==> config.mk <==
export PLATFORM = sky130hd
export DESIGN_NAME = dct_1d_stream
export DESIGN_NICKNAME = d
export VERILOG_FILES = /design/src/rtl/dct_1d_stream.sv
export SDC_FILE = /design/constraint.sdc
export NUM_CORES = 2
export LEC_CHECK = 0
export ABC_CLOCK_PERIOD_IN_PS = 30500
export CAP_MARGIN = 30
export CORE_MARGIN = 2
export CORE_UTILIZATION = 64
export CTS_CLUSTER_DIAMETER = 120
export CTS_CLUSTER_SIZE = 12
export DETAILED_ROUTE_END_ITERATION = 10
export PLACE_DENSITY_LB_ADDON = 0.2
export SLEW_MARGIN = 30
export SYNTH_ARGS = -nofsm -noshare
export SYNTH_HDL_FRONTEND = slang
export SYNTH_SLANG_ARGS = --single-unit
==> constraint.sdc <==
create_clock -name clk -period 30.5 [get_ports clk]
set_clock_uncertainty 0.05 [all_clocks]
set_input_delay 4.575 -clock clk [delete_from_list [all_inputs] [get_ports clk]]
set_output_delay 4.575 -clock clk [all_outputs]
set_load 0.05 [all_outputs]
==> src/rtl/dct_1d_stream.sv <==
// dct_1d_stream: 8-point 1-D forward DCT engine with valid/ready streaming,
// block-end sideband and a fully stallable 4-stage pipeline.
//   S1 input register -> S2 even/odd butterflies -> S3 constant multiplies
//   -> S4 adder tree + output format (output register).
// Optional feature macro: DCT1D_ROUND_EN
//   defined   : X_k = (A_k + 2^(F-1)) >>> F, W = N+3
//   undefined : X_k = A_k (F fraction bits kept), W = N+F+3
module dct_1d_stream #(
  parameter int N = 8,
  parameter int F = 12,
`ifdef DCT1D_ROUND_EN
  localparam int W = N + 3
`else
  localparam int W = N + F + 3
`endif
) (
  input  logic           clk,
  input  logic           rst_n,
  input  logic           in_valid,
  output logic           in_ready,
  input  logic           in_last,
  input  logic [8*N-1:0] x_in,
  output logic           out_valid,
  input  logic           out_ready,
  output logic           out_last,
  output logic [8*W-1:0] X_out
);

  localparam int SW = N + 1;      // butterfly sum/difference width
  localparam int PW = N + F + 2;  // product width
  localparam int AW = N + F + 3;  // accumulator width, holds the exact sum
  localparam int FW = F + 1;      // coefficient width

  // Elaboration-time coefficient C[k][n] for n = 0..3. The other half of each
  // row follows from symmetry: even rows mirror, odd rows mirror negated,
  // which is what lets the butterflies feed four multiplies per output.
  function automatic int coef_val(input int k, input int n);
    int  m;
    int  mag;
    bit  neg;
    real h;
    m = ((2 * n + 1) * k) % 32;
    if (m > 16) m = 32 - m;
    neg = 1'b0;
    if (m > 8) begin
      m   = 16 - m;
      neg = 1'b1;
    end
    // h = 0.5 * cos(m*pi/16)
    case (m)
      0:       h = 0.5;
      1:       h = 0.49039264020161522;
      2:       h = 0.46193976625564337;
      3:       h = 0.41573480615127262;
      4:       h = 0.35355339059327376;
      5:       h = 0.27778511650980114;
      6:       h = 0.19134171618254492;
      7:       h = 0.09754516100806417;
      default: h = 0.0;
    endcase
    if (k == 0) h = 0.35355339059327376;  // 0.5 * (1/sqrt(2))
    // No value is an exact tie, so +0.5 and truncate is round-half-away.
    mag = $rtoi(h * real'(1 << F) + 0.5);
    return neg ? -mag : mag;
  endfunction

  logic signed [FW-1:0] coef [8][4];

  for (genvar k = 0; k < 8; k++) begin : g_coef_k
    for (genvar n = 0; n < 4; n++) begin : g_coef_n
      localparam int CV = coef_val(k, n);
      assign coef[k][n] = FW'(CV);
    end
  end

  // Pipeline state
  logic                 en;
  logic                 v1, v2, v3;
  logic                 l1, l2, l3;
  logic signed [N-1:0]  x_r [8];
  logic signed [SW-1:0] s_r [4];
  logic signed [SW-1:0] d_r [4];
  logic signed [PW-1:0] p_r [8][4];
  logic signed [AW-1:0] acc [8];
  logic [8*W-1:0]       x_fmt;

  // One global enable: the whole pipe advances unless a valid output is
  // being held for a stalled consumer.
  assign en       = !out_valid || out_ready;
  assign in_ready = en;

  // Valid/last shift chain, the only pipeline control state.
  // NOTE: sequential state uses non-blocking (<=) so every register samples
  // the pre-edge value of its neighbour; combinational blocks use blocking (=).
  always_ff @(posedge clk or negedge rst_n) begin
    if (!rst_n) begin
      v1 <= 1'b0;
      v2 <= 1'b0;
      v3 <= 1'b0;
      l1 <= 1'b0;
      l2 <= 1'b0;
      l3 <= 1'b0;
    end else if (en) begin
      v1 <= in_valid;
      l1 <= in_last;
      v2 <= v1;
      l2 <= l1;
      v3 <= v2;
      l3 <= l2;
    end
  end

  // S1: capture the input samples.
  // NOTE: datapath registers carry no reset; they are qualified by the valid
  // chain and the output register zeroes anything invalid.
  always_ff @(posedge clk) begin
    if (en) begin
      for (int i = 0; i < 8; i++) x_r[i] <= x_in[i*N +: N];
    end
  end

  // S2: even/odd butterflies.
  always_ff @(posedge clk) begin
    if (en) begin
      for (int n = 0; n < 4; n++) begin
        s_r[n] <= SW'(x_r[n]) + SW'(x_r[7-n]);
        d_r[n] <= SW'(x_r[n]) - SW'(x_r[7-n]);
      end
    end
  end

  // S3: constant multiplies; even rows use sums, odd rows use differences.
  always_ff @(posedge clk) begin
    if (en) begin
      for (int k = 0; k < 8; k++) begin
        for (int n = 0; n < 4; n++) begin
          p_r[k][n] <= PW'(coef[k][n]) * PW'((k % 2 == 0) ? s_r[n] : d_r[n]);
        end
      end
    end
  end

`ifdef DCT1D_ROUND_EN
  localparam logic signed [AW-1:0] HALF = AW'(2 ** (F - 1));
`endif

  // S4 combinational part: exact adder tree and output format.
  // NOTE: every always_comb output gets a default first so no path can
  // leave it unassigned and infer a latch.
  always_comb begin
    x_fmt = '0;
    for (int k = 0; k < 8; k++) acc[k] = '0;
    for (int k = 0; k < 8; k++) begin
      acc[k] = AW'(p_r[k][0]) + AW'(p_r[k][1]) + AW'(p_r[k][2]) + AW'(p_r[k][3]);
`ifdef DCT1D_ROUND_EN
      x_fmt[k*W +: W] = W'((acc[k] + HALF) >>> F);
`else
      x_fmt[k*W +: W] = acc[k];
`endif
    end
  end

  // S4 output register: zero data and last on bubbles.
  always_ff @(posedge clk or negedge rst_n) begin
    if (!rst_n) begin
      out_valid <= 1'b0;
      out_last  <= 1'b0;
      X_out     <= '0;
    end else if (en) begin
      out_valid <= v3;
      out_last  <= v3 && l3;
      X_out     <= v3 ? x_fmt : '0;
    end
  end

endmodule

* Yosys cells after proc, flatten, opt, wreduce, memory -nomap -nowiden
Memory sizes are Yosys's and may differ from the RTL's.
Index checks and enable logic that the tools add are counted.
** Word-level totals
- Flip-flop bits (word level) :: 192
- Latch bits :: 0
- RAM bits :: 840
- Memory bits (read-only) :: 0
- Input bits :: 69
- Output and inout port bits :: 187
- Logic and storage cells :: 81
- Memories :: 4
** Cells by class
- Add/sub/neg operators :: 32
- $mul :: 30
- Divide/modulo/power cells :: 0
- Order comparisons :: 0
- Eq/ne operators :: 0
- Shifts and indexed selects :: 0
- Muxes and demuxes :: 3
- Bitwise operators :: 0
- Reduce and logical (&&, ||, !) cells :: 3
** Memories
- p_r :: words 8, bits a word 88, read ports 8, clocked after Yosys merged registers in 0, write ports 8, RTL line 83 : logic signed [PW-1:0] p_r [8][4];
- x_r :: words 8, bits a word 8, read ports 8, clocked after Yosys merged registers in 0, write ports 8, RTL line 80 : logic signed [N-1:0] x_r [8];
- d_r :: words 4, bits a word 9, read ports 4, clocked after Yosys merged registers in 0, write ports 4, RTL line 82 : logic signed [SW-1:0] d_r [4];
- s_r :: words 4, bits a word 9, read ports 4, clocked after Yosys merged registers in 0, write ports 4, RTL line 81 : logic signed [SW-1:0] s_r [4];
** Operators by type and width (number)
- $add A23 B22 Y23 :: 16
- $add A22 B22 Y23 :: 8
- $mux W184 :: 1
- $mul A12 B9 Y21 const A :: 8
- $mul A9 B9 Y18 const A :: 6
- $mul A11 B9 Y20 const A :: 4
- $mul A10 B9 Y19 const A :: 4
- $mul A7 B9 Y16 const A :: 4
- $mul A6 B9 Y15 const A :: 4
- $add A8 B8 Y9 :: 4
- $sub A8 B8 Y9 :: 4
- $mux W1 :: 2
- $logic_and A1 B1 Y1 :: 1
- $logic_not A1 Y1 :: 1
- $logic_or A1 B1 Y1 :: 1

* Depth between registers and ports, before layout
An unclocked memory read counts as a cell.
- Depth in word-level cells :: 5
- Mapped depth :: 19
- Depth with buffers taken out :: 19

* Worst setup path after synthesis
No wires, ideal clock.
- Kind :: in2out
- From :: input out_ready
- To :: output in_ready
- Arrival time :: 22209 ps
- Required time :: 25875 ps
- Setup slack :: 3666 ps
- Cell stages on the path :: 5
- Buffers on the path :: 3
- Cell sequence :: nor2b_1 > clkbuf_1 > inv_1 > clkbuf_1 > clkbuf_1
** On the way
- Cells in the longest elaborated chain, start to end :: 1
** RTL lines
- from (decl) :: RTL line 24 : input logic out_ready,
- $logic_or A1 B1 Y1 :: RTL line 89 : assign en = !out_valid || out_ready;
- to (decl) :: RTL line 20 : output logic in_ready,
Every way passes these cells.

* Worst setup path after layout
Ends and elaborated chain as after synthesis.

==> impl_metrics.csv <==
group,metric,value,unit
global_route,grt_pass1_wl,349,mm
timing,rsz0062_at_grt,"false",
global_route,grt_pass1_vias,57085,
layout,n_fill_cell,9859,
clocking,clock_latency,730,ps
yosys,seq_area_frac_synth,27.3,%
yosys,yosysTopAreaCell,"ha_1",
setup_path,end_kind,"primary output",
timing,fmax,0.0865,GHz
detailed_routing,routedWlPerCell,23.7,µm
detailed_routing,drc_errors,0,
layout,final_cells,9666,
timing,max_slew_margin,24.6,%
setup_path,crit_arrival,6940,ps
timing,min_period_over_period,37.9,%
setup_path,path_max_fanout,82,
yosys,async_reset_ff_share,22.8,%
detailed_routing,num_vias,56493,
floorplanning,die_area,134000,µm²
clocking,htreeDepth,3,
setup_path,r2r_slack,24270,ps
yosys,ys_ff_latch,795,
yosys,yosys-top-cells-count,"ha_1 (1,576), inv_1 (1,457), fa_1 (934)",
timing,timing.final.ws_setup,18940,ps
timing,finalSetupViolations,0,
global_route,overflow,0,
place,gp_congestion,0.975,
detailed_routing,drt_pre_antenna_iters,6,
layout,drive_gt1_share,2.40,%
setup_path,required,25880,ps
yosys,synth-edff-count,614,
place,io_buffers,245,
clocking,cts_resized,0,
floorplanning,start_util,64.2,%
clocking,cts-root-buf,"clkbuf_16",
clocking,post-cts-setup-buffer-count,0,
hold_path,min_path_cells,2,
timing,period_minus_slack,11560,ps
timing,tightestPinTransition,1130,ps
clocking,cts_tree,"yes",
yosys,synthTopCellsByArea,"ha_1 (23%), fa_1 (22%), edfxtp_1 (22%)",
clocking,cts_buffer_depth,3,
floorplanning,die_y,367,µm
timing,finalHoldViolCount,0,
layout,nNetsFinal,10421,
global_route,grt_usage,34.9,%
detailed_routing,via_per_inst,5.84,
yosys,yosysMostFrequentCell,"ha_1",
detailed_routing,postRouteAntennaNets,0,
floorplanning,rows,133,
place,post-place-cells,9516,
timing,final_max_slew_viol_count,0,
yosys,yosys_warnings,0,
flow_run,cap_violations,0,
place,placed_area,88900,µm²
clocking,clock-sinks,795,
clocking,cts_hold_buf,0,
setup_path,reg2reg_depth,16,
place,dp_hpwl,190,mm
detailed_routing,drtIter0Drc,5399,
yosys,synth_flop_cell,"edfxtp_1",
detailed_routing,routed_wl,229,mm
timing,tns,0,ps
global_route,grt_start_max_net_pins,154,
place,post-place-ws,18940,ps
yosys,netlist.area_leader.share,23.4,%
setup_path,worstSetupPathType,"in -> out",
status,status,"finished, final reports clean",
global_route,antenna_found_initial,31,
floorplanning,num_io_pins,256,
floorplanning,core-area,131000,µm²
floorplanning,die_w,367,µm
yosys,synth_area,84100,µm²
hold_path,hp-class,"reg -> reg",
layout,area_delta_synth_final,8.44,%
clocking,cts_buffers,78,
yosys,syn_avg_cell_area,11.2,µm²
yosys,synthCells,7540,
yosys,synth_cell_types,80,
setup_path,start_kind,"primary input",
clocking,path_clk_slew,60,ps
layout,stdcell_area,91200,µm²
-- worst paths after layout --
| check | end | from |
|---|---|---|
| max | in_ready | out_ready |
| min | X_out[51] | X_out[51] |
| max reg2reg | p_r[6][43] | s_r[2][1] |
| min reg2reg | X_out[51] | X_out[51] |
| max in group asynchronous | X_out[156] | rst_n |
| min in group asynchronous | X_out[43] | rst_n |
-- cell families (layout without fill, tap and decap cells) --
family / Yosys count / after routing / synth area share, %
adder cells (fa/ha/maj): 2510 / 2510 / 45.7
AO/OA/AOI/OAI: 1218 / 1218 / 9.15
buffers and inverters: 1526 / 1883 / 6.86
multiplexers: 11 / 11 / 0.137
other: 1 / 15 / 0.00446
AND/OR/NAND/NOR: 922 / 922 / 5.10
flip-flops: 795 / 795 / 27.3
XOR/XNOR: 557 / 557 / 5.80
-- state kept, by name, summed over array words and instances (netlist names) --
signal,count
p_r,482
X_out,173
x_r,64
s_r,35
d_r,33
l1,1
l2,1
l3,1
out_last,1
out_valid,1
v1,1
v2,1
v3,1
-- critical path, stage by stage --
cell	delay (ps)
clkdlybuf4s50_1	460
nor2b_4	120
buf_4	710
inv_8	170
clkdlybuf4s50_1	820
-- through the flow --
step	hold WS (ps)	utilization (%)
after floorplan	389	-
after global placement	405	67.8
after detailed placement	409	67.9
after CTS	424	69.6
after global routing	445	69.7
final	424	69.7
-- layout make-up --
cell class                      instances  area [µm²]  share of cell area (%)
Clock buffer                          133        2160                    2.37
Sequential cell                       795       23000                    25.2
Tap cell                             1755        2200                    2.41
Inverter                             1457        5480                    6.00
Antenna cell                            5        12.5                  0.0137
Multi-Input combinational cell       5228       55500                    60.8
Timing Repair Buffer                  282        2770                    3.04
Clock inverter                         11         169                   0.185
-- layer usage --
metal | share of wire (%) | up-vias | routed length (µm) | GRT usage (%)
met4 | 2.4 | 22 | 5500 | 8.17
li1 | - | 25842 | - | -
met1 | 45 | 28118 | 104000 | 53.8
met5 | 0.065 | - | 148 | 0
met3 | 11 | 299 | 24400 | 8.24
met2 | 41 | 2212 | 94900 | 49.9
-- cells in the final DEF (no fill, tap or decap), types with 31 or more instances in the layout --
cell	n
o21ai_0	275
inv_1	1456
a21oi_1	388
nand2_1	330
xnor2_1	394
edfxtp_1	614
clkbuf_1	55
fa_1	934
clkdlybuf4s50_1	244
clkbuf_16	78
nor3_1	51
nand2b_1	66
o31ai_1	45
nor2b_1	47
o21a_1	60
dfrtp_1	181
xor2_1	158
a211oi_1	35
ha_1	1576
and3_1	31
nor2_1	212
o21bai_1	86
nand3_1	83
a21o_1	160
Power is not shown: default switching activity piles up to over one toggle a cycle in this logic, so the estimate is an artifact.
